===== config.mk =====
export PLATFORM = sky130hd
export DESIGN_NAME = washer_cycle_sequencer_flat
export DESIGN_NICKNAME = d
export VERILOG_FILES = /design/src/rtl/washer_cycle_sequencer_pkg.sv /design/src/rtl/washer_cycle_sequencer_if.sv /design/src/rtl/washer_cycle_sequencer_prescaler.sv /design/src/rtl/washer_cycle_sequencer.sv /design/src/flat_wrapper.sv
export SDC_FILE = /design/constraint.sdc
export NUM_CORES = 1
export LEC_CHECK = 0
export ABC_AREA = 1
export CAP_MARGIN = 30
export CORE_MARGIN = 1
export CORE_UTILIZATION = 45
export CTS_CLUSTER_DIAMETER = 150
export DETAILED_ROUTE_END_ITERATION = 10
export GPL_TIMING_DRIVEN = 0
export MAX_ROUTING_LAYER = met4
export PLACE_DENSITY_LB_ADDON = 0.08
export SLEW_MARGIN = 20
export SYNTH_ARGS = -nofsm -noshare
export SYNTH_HDL_FRONTEND = slang
export SYNTH_SLANG_ARGS = --single-unit

===== constraint.sdc =====
create_clock -name clk -period 2.26 [get_ports clk]
set_clock_uncertainty 0.15 [all_clocks]
set_input_delay 0.452 -clock clk [delete_from_list [all_inputs] [get_ports clk]]
set_output_delay 0.452 -clock clk [all_outputs]
set_load 0.01 [all_outputs]

===== src/rtl/washer_cycle_sequencer_pkg.sv =====
`default_nettype none
// ============================================================================
//  Module      : appliance_pkg
//  Description : Shared phase encodings and field widths for the washer
//                cycle sequencer.
//  Revision    : 1.0 - initial release
// ============================================================================
package appliance_pkg;

    localparam int c_PHASE_W  = 3;
    localparam int c_REMAIN_W = 6;

    typedef enum logic [c_PHASE_W-1:0] {
        PH_IDLE  = 3'd0,
        PH_WASH  = 3'd1,
        PH_RINSE = 3'd2,
        PH_SPIN  = 3'd3,
        PH_DRAIN = 3'd4,
        PH_DONE  = 3'd5
    } phase_e;

    // Phases in which the drum motor runs and pause has an effect.
    function automatic logic is_run_phase(input phase_e p);
        return (p == PH_WASH) || (p == PH_RINSE) || (p == PH_SPIN);
    endfunction

endpackage
`default_nettype wire


===== src/rtl/washer_cycle_sequencer_if.sv =====
`default_nettype none
// ============================================================================
//  Module      : washer_cycle_sequencer_if
//  Description : Config/control inputs and actuator/status outputs of the
//                washer cycle sequencer.
//  Revision    : 1.0 - initial release
// ============================================================================
interface washer_cycle_sequencer_if;
    import appliance_pkg::*;

    logic                  start;
    logic                  pause;
    logic                  abort;
    logic [4:0]            wash_t;
    logic [4:0]            rinse_t;
    logic [4:0]            spin_t;
    logic [4:0]            cloth;
    logic [c_PHASE_W-1:0]  phase;
    logic [c_REMAIN_W-1:0] remain;
    logic                  busy;
    logic                  valve_on;
    logic                  motor_on;
    logic                  drain_on;
    logic                  done;
    logic                  aborted;

    modport master (
        output start, pause, abort, wash_t, rinse_t, spin_t, cloth,
        input  phase, remain, busy, valve_on, motor_on, drain_on, done, aborted
    );

    modport slave (
        input  start, pause, abort, wash_t, rinse_t, spin_t, cloth,
        output phase, remain, busy, valve_on, motor_on, drain_on, done, aborted
    );

endinterface
`default_nettype wire


===== src/rtl/washer_cycle_sequencer_prescaler.sv =====
`default_nettype none
// ============================================================================
//  Module      : minute_prescaler
//  Description : Divides clk down to a one-cycle tick per timer minute.
//  Revision    : 1.0 - initial release
// ============================================================================
module minute_prescaler #(
    parameter int TICKS_PER_MIN = 600
) (
    input  logic clk,
    input  logic rst,
    input  logic clr,
    input  logic en,
    output logic tick
);

    localparam int                 c_CNT_W = (TICKS_PER_MIN > 1) ? $clog2(TICKS_PER_MIN) : 1;
    localparam logic [c_CNT_W-1:0] c_LAST  = c_CNT_W'(TICKS_PER_MIN - 1);

    logic [c_CNT_W-1:0] r_cnt;

    always_ff @(posedge clk) begin
        if (rst || clr) begin
            r_cnt <= '0;
        end else if (en) begin
            r_cnt <= (r_cnt == c_LAST) ? '0 : r_cnt + c_CNT_W'(1);
        end
    end

    assign tick = en && (r_cnt == c_LAST);

endmodule
`default_nettype wire


===== src/rtl/washer_cycle_sequencer.sv =====
`default_nettype none
// ============================================================================
//  Module      : washer_cycle_sequencer
//  Description : Runs one wash/rinse/spin programme with abort-to-drain and
//                pause; drives valve, motor and drain enables.
//  Revision    : 1.0 - initial release
// ============================================================================
module washer_cycle_sequencer
    import appliance_pkg::*;
#(
    parameter int TICKS_PER_MIN = 600,
    parameter int DRAIN_MIN     = 2
) (
    input  logic                     clk,
    input  logic                     rst,
    washer_cycle_sequencer_if.slave  bus
);

    localparam logic [c_REMAIN_W-1:0] c_DRAIN_REMAIN = c_REMAIN_W'(DRAIN_MIN);

    phase_e                r_phase;
    phase_e                w_phase_nxt;
    logic [c_REMAIN_W-1:0] r_remain;
    logic [c_REMAIN_W-1:0] w_remain_nxt;
    logic [4:0]            r_rinse;
    logic [4:0]            r_spin;
    logic                  r_pause_q;
    logic                  w_latch;
    logic                  w_load;
    logic                  w_tick;
    logic                  w_run;
    logic                  w_timed;
    logic                  w_frozen;

    assign w_run    = is_run_phase(r_phase);
    assign w_timed  = w_run || (r_phase == PH_DRAIN);
    assign w_frozen = w_run && bus.pause;

    minute_prescaler #(
        .TICKS_PER_MIN (TICKS_PER_MIN)
    ) u_prescaler (
        .clk  (clk),
        .rst  (rst),
        .clr  (w_load),
        .en   (w_timed && !w_frozen),
        .tick (w_tick)
    );

    always_ff @(posedge clk) begin
        if (rst) begin
            r_phase   <= PH_IDLE;
            r_remain  <= '0;
            r_rinse   <= '0;
            r_spin    <= '0;
            r_pause_q <= 1'b0;
        end else begin
            r_phase   <= w_phase_nxt;
            r_remain  <= w_remain_nxt;
            r_pause_q <= bus.pause;
            if (w_latch) begin
                r_rinse <= bus.rinse_t;
                r_spin  <= bus.spin_t;
            end
        end
    end

    // Abort outranks pause, which in turn holds both counting and the advance.
    always_comb begin
        w_phase_nxt  = r_phase;
        w_remain_nxt = r_remain;
        w_load       = 1'b0;
        w_latch      = 1'b0;
        case (r_phase)
            PH_IDLE: begin
                if (bus.start && !bus.abort) begin
                    w_phase_nxt  = PH_WASH;
                    w_remain_nxt = {1'b0, bus.wash_t} + {1'b0, bus.cloth};
                    w_load       = 1'b1;
                    w_latch      = 1'b1;
                end
            end
            PH_WASH, PH_RINSE, PH_SPIN: begin
                if (bus.abort) begin
                    w_phase_nxt  = PH_DRAIN;
                    w_remain_nxt = c_DRAIN_REMAIN;
                    w_load       = 1'b1;
                end else if (!bus.pause) begin
                    if (r_remain == '0) begin
                        w_load = 1'b1;
                        case (r_phase)
                            PH_WASH: begin
                                w_phase_nxt  = PH_RINSE;
                                w_remain_nxt = {1'b0, r_rinse};
                            end
                            PH_RINSE: begin
                                w_phase_nxt  = PH_SPIN;
                                w_remain_nxt = {1'b0, r_spin};
                            end
                            default: begin
                                w_phase_nxt  = PH_DONE;
                                w_remain_nxt = '0;
                            end
                        endcase
                    end else if (w_tick) begin
                        w_remain_nxt = r_remain - c_REMAIN_W'(1);
                    end
                end
            end
            PH_DRAIN: begin
                if (r_remain == '0) begin
                    w_phase_nxt = PH_IDLE;
                end else if (w_tick) begin
                    w_remain_nxt = r_remain - c_REMAIN_W'(1);
                end
            end
            PH_DONE: begin
                w_phase_nxt = PH_IDLE;
            end
            default: begin
                w_phase_nxt  = PH_IDLE;
                w_remain_nxt = '0;
            end
        endcase
    end

    // Motor uses the registered pause so no input reaches an output combinationally.
    assign bus.phase    = r_phase;
    assign bus.remain   = r_remain;
    assign bus.busy     = (r_phase != PH_IDLE) && (r_phase != PH_DONE);
    assign bus.valve_on = (r_phase == PH_WASH) || (r_phase == PH_RINSE);
    assign bus.motor_on = w_run && !r_pause_q;
    assign bus.drain_on = (r_phase == PH_SPIN) || (r_phase == PH_DRAIN);
    assign bus.done     = (r_phase == PH_DONE);
    assign bus.aborted  = (r_phase == PH_DRAIN) && (r_remain == '0);

endmodule
`default_nettype wire

===== src/flat_wrapper.sv =====
// flat-port wrapper written by rule: the top's interface ports become plain ports
module washer_cycle_sequencer_flat import appliance_pkg::*;
#(
    parameter int TICKS_PER_MIN = 600,
    parameter int DRAIN_MIN     = 2
)
  (clk, rst, bus_start, bus_pause, bus_abort, bus_wash_t, bus_rinse_t, bus_spin_t, bus_cloth, bus_phase, bus_remain, bus_busy, bus_valve_on, bus_motor_on, bus_drain_on, bus_done, bus_aborted);
  washer_cycle_sequencer_if bus_i ();
  input  logic clk;
  input  logic rst;
  input wire logic [$bits(bus_i.start)-1:0] bus_start;
  input wire logic [$bits(bus_i.pause)-1:0] bus_pause;
  input wire logic [$bits(bus_i.abort)-1:0] bus_abort;
  input wire logic [$bits(bus_i.wash_t)-1:0] bus_wash_t;
  input wire logic [$bits(bus_i.rinse_t)-1:0] bus_rinse_t;
  input wire logic [$bits(bus_i.spin_t)-1:0] bus_spin_t;
  input wire logic [$bits(bus_i.cloth)-1:0] bus_cloth;
  output wire logic [$bits(bus_i.phase)-1:0] bus_phase;
  output wire logic [$bits(bus_i.remain)-1:0] bus_remain;
  output wire logic [$bits(bus_i.busy)-1:0] bus_busy;
  output wire logic [$bits(bus_i.valve_on)-1:0] bus_valve_on;
  output wire logic [$bits(bus_i.motor_on)-1:0] bus_motor_on;
  output wire logic [$bits(bus_i.drain_on)-1:0] bus_drain_on;
  output wire logic [$bits(bus_i.done)-1:0] bus_done;
  output wire logic [$bits(bus_i.aborted)-1:0] bus_aborted;
  assign bus_i.start = bus_start;
  assign bus_i.pause = bus_pause;
  assign bus_i.abort = bus_abort;
  assign bus_i.wash_t = bus_wash_t;
  assign bus_i.rinse_t = bus_rinse_t;
  assign bus_i.spin_t = bus_spin_t;
  assign bus_i.cloth = bus_cloth;
  assign bus_phase = bus_i.phase;
  assign bus_remain = bus_i.remain;
  assign bus_busy = bus_i.busy;
  assign bus_valve_on = bus_i.valve_on;
  assign bus_motor_on = bus_i.motor_on;
  assign bus_drain_on = bus_i.drain_on;
  assign bus_done = bus_i.done;
  assign bus_aborted = bus_i.aborted;
  washer_cycle_sequencer #(.TICKS_PER_MIN(TICKS_PER_MIN), .DRAIN_MIN(DRAIN_MIN)) u_core (.clk(clk), .rst(rst), .bus(bus_i));
endmodule

# Word-level counts from Yosys, hierarchy flattened
# Cells that the tools add are included.
[word_totals] rom_bits=0 register_bits=30 in_bits=25 output_inout_bits=15 latchBits=0 n_memories=0 mem_bits_rw=0
[classes] n_mux=22 n_bitwise=1 order_cmp=0 mul=0 div=0 shifts=0 addsub=3 n_eq_ne=12 n_reduce_logical=21
[op_table] cell="two-way mux 6 bit" count=6
[op_table] cell="one-hot mux 6 bit (4 select lines)" count=1
[op_table] cell="two-way mux 3 bit" count=5
[op_table] cell="adder 10 x 1 -> 10 bit (second input constant)" count=1
[op_table] cell="== test 10 bit (second input constant)" count=1
[op_table] cell="two-way mux 10 bit" count=1
[op_table] cell="one-hot mux 5 bit (2 select lines)" count=1
[op_table] cell="one-hot mux 3 bit (3 select lines)" count=1
[op_table] cell="AND reduction 4 bit" count=2
[op_table] cell="logical AND 1 bit" count=7
[op_table] cell="adder 5 x 5 -> 6 bit" count=1
[op_table] cell="== test 3 x 2 -> 1 bit (second input constant)" count=2
[op_table] cell="== test 3 bit (second input constant)" count=2
[op_table] cell="zero test 6 bit" count=1
[op_table] cell="inequality test 3 bit (second input constant)" count=2
[op_table] cell="one-hot mux 3 bit (2 select lines)" count=1
[op_table] cell="subtractor 6 x 1 -> 6 bit (second input constant)" count=1
[op_table] cell="logical OR 1 bit" count=5
[op_table] cell="two-way mux 1 bit" count=5
[op_table] cell="inequality test 2 x 1 -> 1 bit (second input constant)" count=2
[op_table] cell="== test 3 x 1 -> 1 bit (second input constant)" count=1
[op_table] cell="zero test 1 bit" count=3
[op_table] cell="zero test 3 bit" count=1
[op_table] cell="inequality test 3 x 2 -> 1 bit (second input constant)" count=1
[op_table] cell="5 further kinds" count=5

# Depth between registers and ports, before layout
# Gate-level depths: netlist (run 1).
[logic_depth] ltp_word=12 depth_mapped=14 mapped_depth_nobuf=14

# Hierarchy
# From an unflattened synthesis (run 1), not the netlist that was laid out.
[hier_totals] hier_cells=298 area_unflattened_um2=2103.3
[modules_own_cells] module="washer_cycle_sequencer" cells_per_inst=229 area_per_inst_um2=1574.0 n_inst=1
[modules_own_cells] module="minute_prescaler" cells_per_inst=69 area_per_inst_um2=529.3 n_inst=1

# Worst setup path before layout (run 1)
# OpenSTA, ideal clock, no wires.
[synth_timing] kind="in2reg" start="input port bus_cloth[0]" end="register u_core.r_remain[4], in the netlist u_core.bus.remain[4]" path_buffers=0 setup_slack_ns=0.395 path_stages=13 arrival_time_ns=1.585 setup_time_ns=0.130 path_cell_list="ha_1 inv_1 fa_1 inv_1 nand2_1 nand2_1 a21oi_1 nor2_1 nor2_1 a21oi_1 nand2_1 nand2_1 a21oi_1"
[synth_between] elab_chain_len=3
[synth_lines] item="start: declaration" line_no="flat_wrapper.sv:17" rtl="input wire logic [$bits(bus_i.cloth)-1:0] bus_cloth;"
[synth_lines] item="adder 5 x 5 -> 6 bit" line_no="washer_cycle_sequencer.sv:77" rtl="w_remain_nxt = {1'b0, bus.wash_t} + {1'b0, bus.cloth};"
[synth_lines] item="two-way mux 6 bit" line_no="washer_cycle_sequencer.sv:75" rtl="if (bus.start && !bus.abort) begin"
[synth_lines] item="one-hot mux 6 bit (4 select lines)" line_no="washer_cycle_sequencer.sv:73" rtl="case (r_phase)"
[synth_lines] item="end signal: assignment" line_no="washer_cycle_sequencer.sv:58" rtl="r_remain <= w_remain_nxt;"
[synth_lines] item="end: declaration" line_no="washer_cycle_sequencer.sv:23" rtl="logic [c_REMAIN_W-1:0] r_remain;"
# Every way passes these cells. The select of a mux whose other input is x is not followed.
# A chain may end at the register's enable or synchronous reset.

# Worst setup path in the final report (run 1)
[layout_timing] start="register u_core.r_phase[0], in the netlist u_core.bus.phase[0]" end="output port bus_drain_on"
[layout_between] elab_chain_len=2 elab_cells_between_ends=3 cone_classes="2 x eq/ne; 1 x reduce/logical"
[layout_lines] item="start: declaration" line_no="washer_cycle_sequencer.sv:21" rtl="phase_e r_phase;"
[layout_lines] item="start signal: assignment" line_no="washer_cycle_sequencer.sv:57" rtl="r_phase <= w_phase_nxt;"
[layout_lines] item="== test 3 x 2 -> 1 bit / == test 3 bit (equally long branches)" line_no="washer_cycle_sequencer.sv:132" rtl="assign bus.drain_on = (r_phase == PH_SPIN) || (r_phase == PH_DRAIN);"
[layout_lines] item="logical OR 1 bit (*)" line_no="washer_cycle_sequencer.sv:132"
[layout_lines] item="end: declaration" line_no="flat_wrapper.sv:23" rtl="output wire logic [$bits(bus_i.drain_on)-1:0] bus_drain_on;"
# Every way passes the cells marked *; elsewhere a longest branch is shown, timed or not.

==> impl_metrics.yaml, run 1 <==
outcome:
  status: "completed"
clock_tree:
  clkLatencyLatePin_ns: 0.29
  htreeDepth: 2
  path_clk_slew_ns: 0.07
  cts_tree: "done"
  clock-sinks: 30
  clock_path_buffers: 2
  cts-root-buf: "clkbuf_8"
  cts_made_buffers: 5
worst_setup_path:
  ff2ff_setup_slack_ns: 0.29
  timing.rr.end: "u_core.u_prescaler.r_cnt[7]"
  arrival_ns: 1.55
  crit_end: "bus_drain_on"
  r2r_start: "u_core.bus.remain[0]"
  worstSetupStartpointType: "flop"
  critPathSlowestCell: "dfxtp_4"
  worstSetupPathType: "reg -> out"
  required_ns: 1.66
  path_max_fanout: 6
  max_stage_delay_ns: 0.39
  setup.worst_path.start: "u_core.bus.phase[0]"
  worstPathCellList: "nor2_1 -> nor2_2 -> inv_2 -> o31ai_2 -> dlygate4sd2_1"
  critPathCaptureType: "primary output"
  r2r_cells: 10
floorplanning:
  die_width_um: 67.3
  initial_core_util: 0.472
  ios: 40
  rows: 23
  core_area_um2: 4060
  die-area_um2: 4520
  dieHeight_um: 67.3
final_layout:
  utilization: 0.634
  area_delta_synth_final_pct: 34.2
  fill_cells: 388
  antennaDiodeCount: 0
  drive_gt1_frac: 0.118
  fin_nets: 390
drt:
  drt_pass1_iterations: 4
  avgRoutedWirePerCell_um: 11.8
  routed_via_density: 5.00
  postRouteAntennaNets: 0
  drc: 0
  via_count: 2035
  routed_wl_um: 4810
  drtIter0Drc: 137
logic_synthesis:
  syn_inst: 307
  yosysSeqAreaShare: 0.313
  ys_ff_latch: 30
  synth_nets: 341
  yosys_warnings: 0
  synthesis.area_um2: 1920
  avgSynthCellArea_um2: 6.24
  yosysUniqueCellTypes: 27
global_route:
  grt_pass1_wl_um: 8140
  globalRouteTotalUtil: 0.248
  grt_max_degree: 11
  grt_pass1_vias: 1865
  grt-ovfl-total: 0
  antenna_found_initial: 0
sta:
  slew_violations: 0
  slew_headroom: 0.680
  min_period_ns: 2.15
  whs_ns: 0.303
  worstMarginPinSlew_ns: 0.479
  finalCritPeriodShare: 0.950
  fmax_mhz: 466
  setup_violations: 0
  hold_viol_final: 0
  grt_setup_unrepaired: "no"
placed_design:
  io_buffers: 38
  place_congestion: 0.885
  dp_hpwl_um: 3620
run:
  cap_violations: 0
pwr:
  leakagePower_uw: 0.00116
  irDropWorstVdd_v: 0.000597
  powerDensity_nw_per_um2: 1130
hold_path:
  whs_path_depth: 2
  hold_class: "reg -> reg"
routing by layer:
layer | wire length (um) | global-route usage | share of wire | vias to the layer above
li1 | - | - | - | 1086
met1 | 2350 | 0.325 | 0.49 | 888
met2 | 2190 | 0.383 | 0.46 | 57
met3 | 228 | 0.0507 | 0.047 | 4
met4 | 44 | 0.0745 | 0.0091 | 0
met5 | 0 | - | 0 | -
registers in the layout, summed over array words and instances, names as in the netlist:
name,cells
u_core.bus.phase,3
u_core.bus.remain,6
u_core.u_prescaler.r_cnt,10
u_core.r_spin,5
u_core.r_rinse,5
u_core.r_pause_q,1
worst max-delay path: cells and delay by family (launching register included):
kind / cells / cell delay (ns)
and+or+nand+nor: 2 / 0.25
DFF: 1 / 0.39
buffers and inverters: 2 / 0.39
AOI/OAI and AO/OA: 1 / 0.22
worst min path at each step:
| stage | from | end | slack [ns] |
|---|---|---|---|
| 2_1_floorplan | u_core.r_spin[0] | u_core.r_spin[0] | 0.27 |
| 3_3_place_gp | u_core.r_spin[1] | u_core.r_spin[1] | 0.29 |
| 3_5_place_dp | u_core.r_spin[1] | u_core.r_spin[1] | 0.29 |
| 4_1_cts | u_core.r_spin[0] | u_core.r_spin[0] | 0.30 |
| 5_1_grt | u_core.r_spin[1] | u_core.r_spin[1] | 0.35 |
| 6_report | u_core.r_spin[0] | u_core.r_spin[0] | 0.30 |
power breakdown:
part	switching (uW)	total (uW)	internal, uW
Sequential	129	782	653
Clock	216	540	324
Combinational	951	1590	639
Total	1300	2910	1620
per-stage QoR:
step                std cells  setup WS (ns)  setup TNS, ns  cell area (um^2)  total power [uW]
finish                    407          0.113              0              2570              2910
global route              407        0.00371              0              2570              3170
CTS                       405        0.00847              0              2510              2840
detailed placement        395         -0.354          -1.38              2360              2220
global placement          395         -0.316          -1.07              2360              2210
floorplan                 307          0.395              0              1920              1710
kinds of logic (layout without fill, tap and decap cells):
| kind of cell | after synthesis | after routing | share of synthesized area |
|---|---|---|---|
| xor+xnor | 4 | 4 | 0.0183 |
| fa+ha+maj | 9 | 9 | 0.0627 |
| compound gates | 52 | 52 | 0.142 |
| simple gates | 162 | 162 | 0.366 |
| buf+inv | 50 | 100 | 0.0979 |
| flops | 30 | 30 | 0.313 |
synth_stat cells:
cell type  number  area [um^2]
nand2_1        70          263
nor2_1         46          173
inv_1          44          165
dfxtp_1        30          601
nand3_1        26          130
o21ai_0        24          120
a21oi_1        22          110
ha_1            8          100
clkbuf_1        4         15.0
nor3_1          4         20.0
a31oi_1         3         18.8
nand4_1         3         18.8
nor2_2          3         18.8
xor2_1          3         26.3
inv_2           2         7.51
nand3_2         2         20.0
nor3b_1         2         15.0
nor4_1          2         12.5
a22o_1          1         8.76
fa_1            1         20.0
nand2_2         1         6.26
nor2_4          1         11.3
o21a_1          1         7.51
o31ai_1         1         7.51
or2_1           1         6.26
or2_2           1         6.26
xnor2_1         1         8.76
layout make-up:
type / count / area, um^2 / area share
plain buffers: 4 / 15.0 / 0.00584
clock buffers: 5 / 68.8 / 0.0268
clock inverters: 3 / 40.0 / 0.0156
inverters: 46 / 173 / 0.0671
multi-input cells: 227 / 1190 / 0.462
flip-flops and latches: 30 / 609 / 0.237
well taps: 50 / 62.6 / 0.0243
repair buffers: 42 / 415 / 0.161
timing repair:
| action | CTS | global route |
|---|---|---|
| endpoints found under the setup margin | 7 | 9 |
| setup buffers | 2 | 2 |
| pin swaps | 5 | 7 |
| hold buffers | 0 | 0 |
| resized for setup | 17 | 16 |
placed cells by master, fill, tap and decap left out, drive strengths merged, types with 4 or more instances in the layout:
cell           netlist  routed
nand2               71      71
nor2                50      50
inv                 46      46
clkdlybuf4s50        0      30
dfxtp               30      30
nand3               28      28
o21ai               24      24
a21oi               22      22
clkbuf               4       9
ha                   8       8
dlygate4sd2          0       4
dlymetal6s2s         0       4
buf                  0       4
nor3                 4       4
Note: power is estimated with default switching activity, not from simulation.
==> run 2: changes to the inputs <==
--- a/config.mk
+++ b/config.mk
@@ -7,8 +7,7 @@
 export LEC_CHECK = 0
 export ABC_AREA = 1
 export CAP_MARGIN = 30
-export CORE_MARGIN = 1
-export CORE_UTILIZATION = 45
+export CORE_UTILIZATION = 40
 export CTS_CLUSTER_DIAMETER = 150
 export DETAILED_ROUTE_END_ITERATION = 10
 export GPL_TIMING_DRIVEN = 0
==> impl_metrics.yaml, run 2 (synthesis gave the netlist of run 1 again) <==
worst_setup_path:
  worstSetupStartpointType: "flop"
  required_ns: 1.66
  ff2ff_setup_slack_ns: 0.27
  path_max_fanout: 7
  arrival_ns: 1.59
  worstSetupPathType: "reg -> out"
  critPathCaptureType: "primary output"
sta:
  setup_violations: 0
  slew_headroom: 0.676
  worstMarginPinSlew_ns: 0.486
  setup_slack_ns: 0.0658
  min_period_ns: 2.19
  slew_violations: 0
  fmax_mhz: 456
  hold_viol_final: 0
  finalCritPeriodShare: 0.971
pwr:
  irDropWorstVdd_v: 0.000607
  power_uw: 2780
  powerDensity_nw_per_um2: 1100
  leakagePower_uw: 0.00112
final_layout:
  fin_nets: 389
  area_delta_synth_final_pct: 32.2
  fin_cells: 408
  multiInputGateArea_um2: 1180
  drive_gt1_frac: 0.112
  antennaDiodeCount: 0
  layout.cells.most_common: "nand2_1"
  fill_cells: 450
  layout_common_cells: "nand2_1 (69), nor2_1 (43), inv_1 (39), clkdlybuf4s50_1 (32), dfxtp_1 (27)"
  largest-register: "u_core.u_prescaler.r_cnt"
  largest_reg_flops: 10
  seq_area_um2: 607
  final_cell_area_um2: 2530
placed_design:
  io_buffers: 38
  dp.cells: 397
  dp_slack_ns: -0.335
  dp_hpwl_um: 3690
  place_congestion: 0.834
  detailed_place.area_um2: 2360
global_route:
  globalRouteTotalUtil: 0.218
  grt_pass1_wl_um: 8560
  antenna_found_initial: 0
  grt-ovfl-total: 0
  grt_max_degree: 11
  grt_pass1_vias: 1934
drt:
  drc: 1
  avgRoutedWirePerCell_um: 11.8
  postRouteAntennaNets: 0
  routed_wl_um: 4810
  routed_via_density: 5.10
  drtIter0Drc: 98
  drt_pass1_iterations: 7
  via_count: 2082
clock_tree:
  cts_made_buffers: 5
  hold_buffers: 0
  path_clk_slew_ns: 0.06
  htreeDepth: 2
  cts_tree: "done"
  clkLatencyLatePin_ns: 0.29
  clock-sinks: 30
  cts-root-buf: "clkbuf_8"
  clock_path_buffers: 2
floorplanning:
  dieHeight_um: 71.2
  core_area_um2: 4470
  die-area_um2: 5070
  die_width_um: 71.2
  ios: 40
  rows: 24
  initial_core_util: 0.428
run:
  cap_violations: 0
hold_path:
  hold_class: "reg -> reg"
outcome:
  status: "finished, violations left"
  violations: "design-rule violations"
-- run 2: cell count changes in the layout (fill, tap and decap cells not counted), sizes merged --
| cell | before | now |
|---|---|---|
| buf | 4 | 3 |
| clkdlybuf4s50 | 30 | 32 |
| clkbuf | 9 | 11 |
| dlymetal6s2s | 4 | 2 |
| bufinv | 1 | 0 |
| clkinv | 2 | 1 |
-- run 2: final timing paths --
kind | from | endpoint | cells after the start
max | u_core.bus.phase[0] | bus_busy | 5
min | u_core.r_spin[1] | u_core.r_spin[1] | 2
max reg2reg | u_core.bus.phase[0] | u_core.u_prescaler.r_cnt[7] | 8
min reg2reg | u_core.r_spin[1] | u_core.r_spin[1] | 2
-- run 2: stage by stage --
step / hold WS, ns / setup TNS [ns] / utilization
6_report: 0.298 / 0 / 0.567
3_5_place_dp: 0.294 / -1.22 / 0.528
2_1_floorplan: 0.275 / 0 / -
3_3_place_gp: 0.288 / -1.53 / 0.528
5_1_grt: 0.334 / -0.0346 / 0.567
4_1_cts: 0.303 / 0 / 0.557
-- run 2: timing repair --
| item | 4_1_cts | 5_1_grt |
|---|---|---|
| gates cloned | 0 | 0 |
| gates resized for setup | 16 | 13 |
| endpoints found under the setup margin | 7 | 6 |
| pin swaps | 1 | 8 |
| buffers inserted | 1 | 2 |
-- run 2: worst max-delay path, cell delays in order (launching register included) --
cell             delay, ns
dfxtp_4               0.36
inv_1                 0.09
nand2_1               0.10
nor2_4                0.22
nor2_1                0.07
clkdlybuf4s50_1       0.48
-- run 2: cell type report --
class                           count  area share
Clock inverter                      1     0.00197
Timing Repair Buffer               41       0.159
Tap cell                           52      0.0257
Buffer                              4     0.00592
Inverter                           46      0.0681
Multi-Input combinational cell    227       0.466
Clock buffer                        7      0.0341
Sequential cell                    30       0.239
-- run 2: metal layers --
layer / vias to the layer above / global-route usage / share of wire
met1: 950 / 0.286 / 0.48
met5: - / - / 0
met2: 46 / 0.345 / 0.47
li1: 1080 / - / -
met4: 0 / 0.0667 / 0.013
met3: 6 / 0.0338 / 0.040
-- run 2: where the power goes --
part / leakage (uW) / internal, uW / switching (uW)
logic: 0.000825 / 613 / 945
clock network: 0.0000482 / 245 / 209
registers: 0.000246 / 650 / 119
